File: config.mk
export PLATFORM = sky130hd
export DESIGN_NAME = fut_key_gen
export DESIGN_NICKNAME = d
export VERILOG_FILES = /design/src/rtl/fut_key_gen.sv
export SDC_FILE = /design/constraint.sdc
export NUM_CORES = 1
export LEC_CHECK = 0
export CAP_MARGIN = 10
export CORE_MARGIN = 2
export CORE_UTILIZATION = 50
export DETAILED_ROUTE_END_ITERATION = 12
export PLACE_DENSITY = 0.72
export SLEW_MARGIN = 20
export SYNTH_ARGS = -nofsm -noshare
export SYNTH_HDL_FRONTEND = slang
export SYNTH_SLANG_ARGS = --single-unit
File: constraint.sdc
create_clock -name clk -period 2.4 [get_ports clk]
set_input_delay 0.36 -clock clk [delete_from_list [all_inputs] [get_ports clk]]
set_output_delay 0.36 -clock clk [all_outputs]
set_load 0.03 [all_outputs]
File: src/rtl/fut_key_gen.sv
// fut_key_gen: round-key generator for the downstream key-select stage.
//
// A 128-bit master key is held as M0/M1 and copied into the working
// registers W0/W1 when a sequence starts. The sequence then hands out
// eleven 64-bit round keys, indices 0..10, through a valid/ack handshake.
//
// Ports:
//   clk       rising-edge clock for all state
//   rst       asynchronous active-low reset
//   key_in    master key, K0 = key_in[127:64], K1 = key_in[63:0]
//   key_ld    load key_in into master and working registers (IDLE only)
//   start     begin a round-key sequence (IDLE only)
//   abort     cancel a running sequence, back to IDLE, no done pulse
//   rk_ack    downstream accepts the current round key
//   rk_out    current round key
//   rk_valid  rk_out / rnd_idx are valid
//   rnd_idx   index of the current round key, 0..10
//   busy      sequence running
//   done      one-cycle pulse after round key 10 is accepted
module fut_key_gen (
    input  logic         clk,
    input  logic         rst,
    input  logic [127:0] key_in,
    input  logic         key_ld,
    input  logic         start,
    input  logic         abort,
    input  logic         rk_ack,
    output logic [63:0]  rk_out,
    output logic         rk_valid,
    output logic [3:0]   rnd_idx,
    output logic         busy,
    output logic         done
);

    // state | meaning
    // IDLE  | waiting for key_ld / start
    // RUN   | handing out round keys 0..10
    // DONE  | last key accepted, done pulse visible for one cycle
    typedef enum logic [1:0] {
        IDLE = 2'd0,
        RUN  = 2'd1,
        DONE = 2'd2
    } state_t;

    localparam logic [3:0] LAST_IDX = 4'd10;

    state_t      state_q;
    logic [63:0] m0_q;
    logic [63:0] m1_q;
    logic [63:0] w0_q;
    logic [63:0] w1_q;
    logic [3:0]  idx_q;
    logic        valid_q;
    logic        done_q;

    logic        xfer;

    assign xfer = valid_q && rk_ack;

    always_ff @(posedge clk or negedge rst) begin
        if (!rst) begin
            state_q <= IDLE;
            m0_q    <= '0;
            m1_q    <= '0;
            w0_q    <= '0;
            w1_q    <= '0;
            idx_q   <= '0;
            valid_q <= 1'b0;
            done_q  <= 1'b0;
        end else begin
            done_q <= 1'b0;
            case (state_q)
                IDLE: begin
                    if (key_ld) begin
                        m0_q <= key_in[127:64];
                        m1_q <= key_in[63:0];
                        w0_q <= key_in[127:64];
                        w1_q <= key_in[63:0];
                    end
                    if (start) begin
                        // A simultaneous load wins over the stored master key.
                        w0_q    <= key_ld ? key_in[127:64] : m0_q;
                        w1_q    <= key_ld ? key_in[63:0]   : m1_q;
                        idx_q   <= '0;
                        valid_q <= 1'b1;
                        state_q <= RUN;
                    end
                end
                RUN: begin
                    if (abort) begin
                        valid_q <= 1'b0;
                        idx_q   <= '0;
                        state_q <= IDLE;
                    end else if (xfer) begin
                        // Working key advances only after the odd (W1) half is used.
                        if (idx_q[0]) begin
                            w0_q <= {w0_q[58:0], w0_q[63:59]};
                            w1_q <= {w1_q[58:0], w1_q[63:59]};
                        end
                        if (idx_q == LAST_IDX) begin
                            valid_q <= 1'b0;
                            done_q  <= 1'b1;
                            state_q <= DONE;
                        end else begin
                            idx_q <= idx_q + 4'd1;
                        end
                    end
                end
                DONE: begin
                    state_q <= IDLE;
                end
                default: begin
                    state_q <= IDLE;
                end
            endcase
        end
    end

    assign rk_out   = (idx_q[0] ? w1_q : w0_q) ^ {60'b0, idx_q};
    assign rk_valid = valid_q;
    assign rnd_idx  = idx_q;
    assign busy     = (state_q == RUN);
    assign done     = done_q;

endmodule
## Word-level counts from Yosys, hierarchy flattened

Cells that the tools add are included.

- Flip-flop bits (word level): 264
- Word-level logic and storage cells: 61

- $add $sub $neg: 1
- Equal/unequal tests: 10
- Mux-type cells: 34
- Bitwise logic cells: 1
- Reduce and logical (&&, ||, !) cells: 7

Operators by type and width:

| cell | count |
|---|---|
| $mux W64 | 13 |
| $pmux W64 S2 | 2 |
| $xor A64 B4 Y64 | 1 |
| $mux W4 | 4 |
| $mux W1 | 8 |
| $mux W2 | 4 |
| $pmux W4 S2 | 1 |
| $reduce_and A4 Y1 | 2 |
| $ne A3 B2 Y1 const B | 2 |
| $ne A3 B3 Y1 const B | 2 |
| $reduce_and A5 Y1 | 1 |
| $add A4 B1 Y4 const B | 1 |
| $eq A4 B4 Y1 const B | 1 |
| $ne A2 B1 Y1 const B | 2 |
| $ne A2 B2 Y1 const B | 2 |
| $pmux W2 S2 | 1 |
| $reduce_and A3 Y1 | 1 |
| $eq A2 B1 Y1 const B | 1 |
| $logic_not A2 Y1 | 1 |
| $pmux W1 S2 | 1 |
| $reduce_bool A2 Y1 | 1 |
| $logic_and A1 B1 Y1 | 1 |

## Longest topological paths before layout

- Word-level depth: 5
- Mapped depth: 9
- Depth with buffers taken out: 6

## Worst setup path after synthesis

No wires, ideal clock.

- Path kind: register to output
- From: register idx_q[0], in the netlist rnd_idx[0]
- To: output port rk_out[0]
- Arrival: 1.875 ns
- Required time: 2.040 ns
- Path slack: 0.165 ns
- Stages on the path, launching flop included: 6
- Path through: dfrtp_1 -> buf_2 -> clkbuf_1 -> buf_2 -> nor2_1 -> a21oi_1

- Word-level cells in the longest chain between the ends: 2

Ends and longest elaborated chain:

| what | line | source |
|---|---|---|
| from (decl) | 52 | `logic [3:0] idx_q;` |
| from (signal assigned) | 105 | `idx_q <= idx_q + 4'd1;` |
| $mux W64 | 119 | `assign rk_out = (idx_q[0] ? w1_q : w0_q) ^ {60'b0, idx_q};` |
| $xor A64 B4 Y64 (*) | 119 |  |
| to (decl) | 28 | `output logic [63:0] rk_out,` |

Every way passes the cells marked *; elsewhere a longest branch is shown, timed or not.

## Worst setup path in the final report

- From: register idx_q[0], in the netlist rnd_idx[0]
- To: output port rk_out[35]

- Word-level cells in the longest chain between the ends: 2

Ends and longest elaborated chain:

| what | line |
|---|---|
| $mux W64 | 119 |
| $xor A64 B4 Y64 | 119 |

Every way passes these cells.

==> summary by stage <==
Cells and area
After filler insertion, the fill cell instance count of the layout stands at ~2,000. At the end of the flow, the number of nets in the layout was 1,413. The layout cell share with drive strength beyond 1 is a little under a third. The final core utilization is 64.67%. The growth of design area from synthesis to finish is 27.11%. In the layout the commonest cells are mux2_2 (316), dfrtp_1 (263), clkdlybuf4s50_1 (138), nand2_1 (131), o22ai_1 (128).

The most common cell after layout, fill and taps aside is mux2_2. After the flow finishes, the layout carries non-filler instances totaling 1,630.

Yosys
The synthesized netlist devotes 11.93% of its cell area to compound gates. Yosys mapped the design onto 26 distinct sky130hd cell types. Yosys mapped a number of flops with a built-in enable equal to 0. The synthesized netlist occupies a cell area of around 13,000 um^2.

The net count of the mapped netlist is 1,240. The largest total area in the synthesized netlist belongs to dfrtp_1. Synthesis inferred 264 register bits. After synthesis, the cell types taking the most area are dfrtp_1 (52%), mux2_2 (28%), o22ai_1 (6.3%). The gate count after technology mapping is 1,104.

Of all flip-flops after synthesis, the portion carrying an async set or reset was between 90% and 100%. In the synthesized netlist the dominant register cell turns out to be dfrtp_1. The portion of synthesized cell area occupied by the leading cell type is about half. The per-instance average area after synthesis is 11.61 um^2. During synthesis, Yosys emitted a total of 0 warnings. The post-synthesis simple-gate area fraction is 4.678%. The combinational family with the most area after synthesis is multiplexers. After Yosys synthesis, full adders, half adders and majority gates account for 0.1953% of the synthesized area. The fraction of the yosys area taken by sequential cells is around half. The mux cell area share after synthesis is 28.01%.

The fraction of synthesized cell area in xor and xnor cells is 0.2051%.

Route
After the first detailed-routing iteration, the DRC count stood at 597. Dividing the detail-routed via count by the number of cells gives 5.775. The total routed wirelength is 32,950 um. The routed layout has 9,413 vias. The post-detailed-route count of antenna-violating nets is 0. The number of remaining DRC errors is 0. The first detailed-routing pass ran for 6 iterations.

After detailed routing, the average wire length per cell comes to 20.21 um.

Worst setup path
Data on the critical path is required at its endpoint by 2.04 ns. The signal on the critical path passes through buf_12 -> mux2_2 -> dlygate4sd2_1. The capture point of the worst reg-to-reg path is w1_q[41]$_DFFE_PN0P_. STA classifies the critical path startpoint as a flip-flop. The slowest stage of the critical path belongs to the cell dfrtp_4. Among cell families on the critical path, the largest total delay comes from buffers and inverters. The type of element capturing the critical path is an output pin.

The arrival time of the worst setup path is approximately 2 ns. The number of buffers and inverters on the critical path is 2. The last element of the critical path is rk_out[35]. The critical path is of the reg2out type. In this run the worst path has a maximum fanout of 28. The critical path's largest stage delay is 0.49 ns.

The most critical setup path has its startpoint at rnd_idx[0]$_DFFE_PN0P_. In this run the number of cells on the critical path is 3. The start of the worst register-to-register path is rnd_idx[0]$_DFFE_PN0P_. The number of cells on the worst reg-to-reg path is 6. The reg-to-reg setup timing slack is 0.41 ns.

Power
The total power after layout is 17,040 uW. The peak supply drop is 0.6058 mV. In this run the power density over the cells is 1046 nW/um^2.

The leakage power total is 0.006713 uW.

STA
The final-report hold violation count is 0. Timing would allow up to 421.6 MHz. The worst setup skew after layout is 0.01548 ns. The transition time at the pin with the least slew margin is 0.7014 ns.

The max-slew violation count is 0. The fraction of the cycle the final worst path needs is 98.84%. The tightest slew margin relative to the limit is 53.24%. The final critical-path setup slack is 0.02790 ns. The final-report setup violation count is 0.

Subtracting the final worst setup slack from the clock period gives 2.372 ns. Setup repair after global routing could not meet its margin everywhere.

Floorplan
For this design the top-level I/O count stands at between 200 and 250. The number of rows in the core area is 58. The die outline area is 26,920 um^2. After floorplanning, the core was sized to cover 25,180 um^2.

The initial cell density of the core is between 50% and 60%. From bottom edge to top edge, the die measures approximately 160 um. The die boundary width is 164.1 um.

Clock network
The cell sitting at the root of the clock tree is a clkbuf_16. The H-tree depth is 1. The largest buffer count on any clock path is 3.

The clock sink count is 264. In this run, CTS created clock tree buffers numbering 29. The clock-pin slew on the worst setup and hold paths is around 0.060 ns. The clock network latency to the later pin of the worst-skew pair is 0.54 ns.

The TritonCTS clock tree is done.

Global routing
Entering global routing, the biggest net connects 130 pins. The first global-routing pass estimated 51,380 um of wire. The total track usage is 24.08%. The number of global-route vias before repair came to 9,410. After global routing the overflow that remains totals 0. The number of antenna violations at the first check in global routing was 2.

Placement
The weighted congestion reported at the end of routability-driven placement is 0.8121. The post-placement setup slack is 0.2193 ns. Port buffering added between 200 and 250 buffers.

Once detailed placement completed, the half-perimeter wirelength came to 21,330 um. The total instance count after detailed placement is 1,574.

Outcome
The run finished with clean final reports.

Run
Max-cap violations in this run came to 0.

Worst hold path
The worst min-delay path class is in2async.
## routing by layer
layer  part of all wire (%)  global-route usage (%)  vias to the layer above
li1                       -                       -                     4392
met1                     46                   34.45                     4731
met2                     48                   39.67                      259
met3                    4.6                   3.131                       31
met4                    1.3                   4.785                        0
met5                      0                       0                        -
## cell families after synthesis
kind of cell | Yosys count
adder cells (fa/ha/maj) | 2
flip-flops | 264
AO/OA/AOI/OAI | 271
AND/OR/NAND/NOR | 151
XOR/XNOR | 3
multiplexers | 319
buffers and inverters | 94
## state kept, by name, indices dropped and copies added, names as in the netlist
signal	cells
done	1
rk_valid	1
m1_q	64
w0_q	64
rnd_idx	4
state_q	2
w1_q	64
m0_q	64
## cell usage after synthesis, types with 3 or more instances
master / number
xnor2_1: 3
buf_1: 5
nor2_1: 8
buf_6: 6
dfrtp_1: 264
mux2_2: 316
buf_2: 32
o21ai_0: 97
nand2_1: 131
o21ai_1: 40
clkbuf_1: 49
mux2i_1: 3
o22ai_1: 128
## repair_timing
action                                  in CTS  in global routing
setup buffers                                0                  0
hold endpoints to repair                    56                  0
hold buffers                                 1                  0
cloned                                       0                  1
gates resized for setup                     61                 15
endpoints found under the setup margin      58                 30
## how the worst min path moves through the flow
stage                                endpoint  slack, ns  cells past startpoint
after detailed placement  w0_q[5]$_DFFE_PN0P_       0.34                      1
after global placement    m1_q[4]$_DFFE_PN0P_       0.35                      1
after CTS                 w0_q[5]$_DFFE_PN0P_       0.36                      2
final                     w0_q[5]$_DFFE_PN0P_       0.35                      2
after floorplan                done$_DFF_PN0_       0.06                      0
after global routing      w0_q[5]$_DFFE_PN0P_       0.38                      2
## cell type report
type                    count  area [um^2]  area share, %
diodes                      2        5.005        0.03073
clock buffers              40        827.0          5.078
clock inverters            12        173.9          1.068
inverters                   2        10.01        0.06146
multi-input cells         746         5797          35.59
flip-flops and latches    264         6610          40.59
well taps                 330        412.9          2.535
repair buffers            234         2450          15.04
## where the power goes
group / switching [uW] / total [uW] / leakage, uW / internal [uW]
clock: 1800 / 4630 / 0.000492 / 2830
combinational: 3050 / 5570 / 0.00308 / 2520
sequential: 1070 / 6840 / 0.00314 / 5770
total: 5920 / 17000 / 0.00671 / 11100
## stage by stage
step,setup TNS (ns),instance area (um^2),hold slack (ns)
floorplan,0,12810,0.06441
global placement,0,15310,0.3456
detailed placement,0,15310,0.3446
CTS,0,16260,0.3575
global route,-0.03391,16290,0.3843
finish,0,16290,0.3540
(Power assumes the default switching activity.)
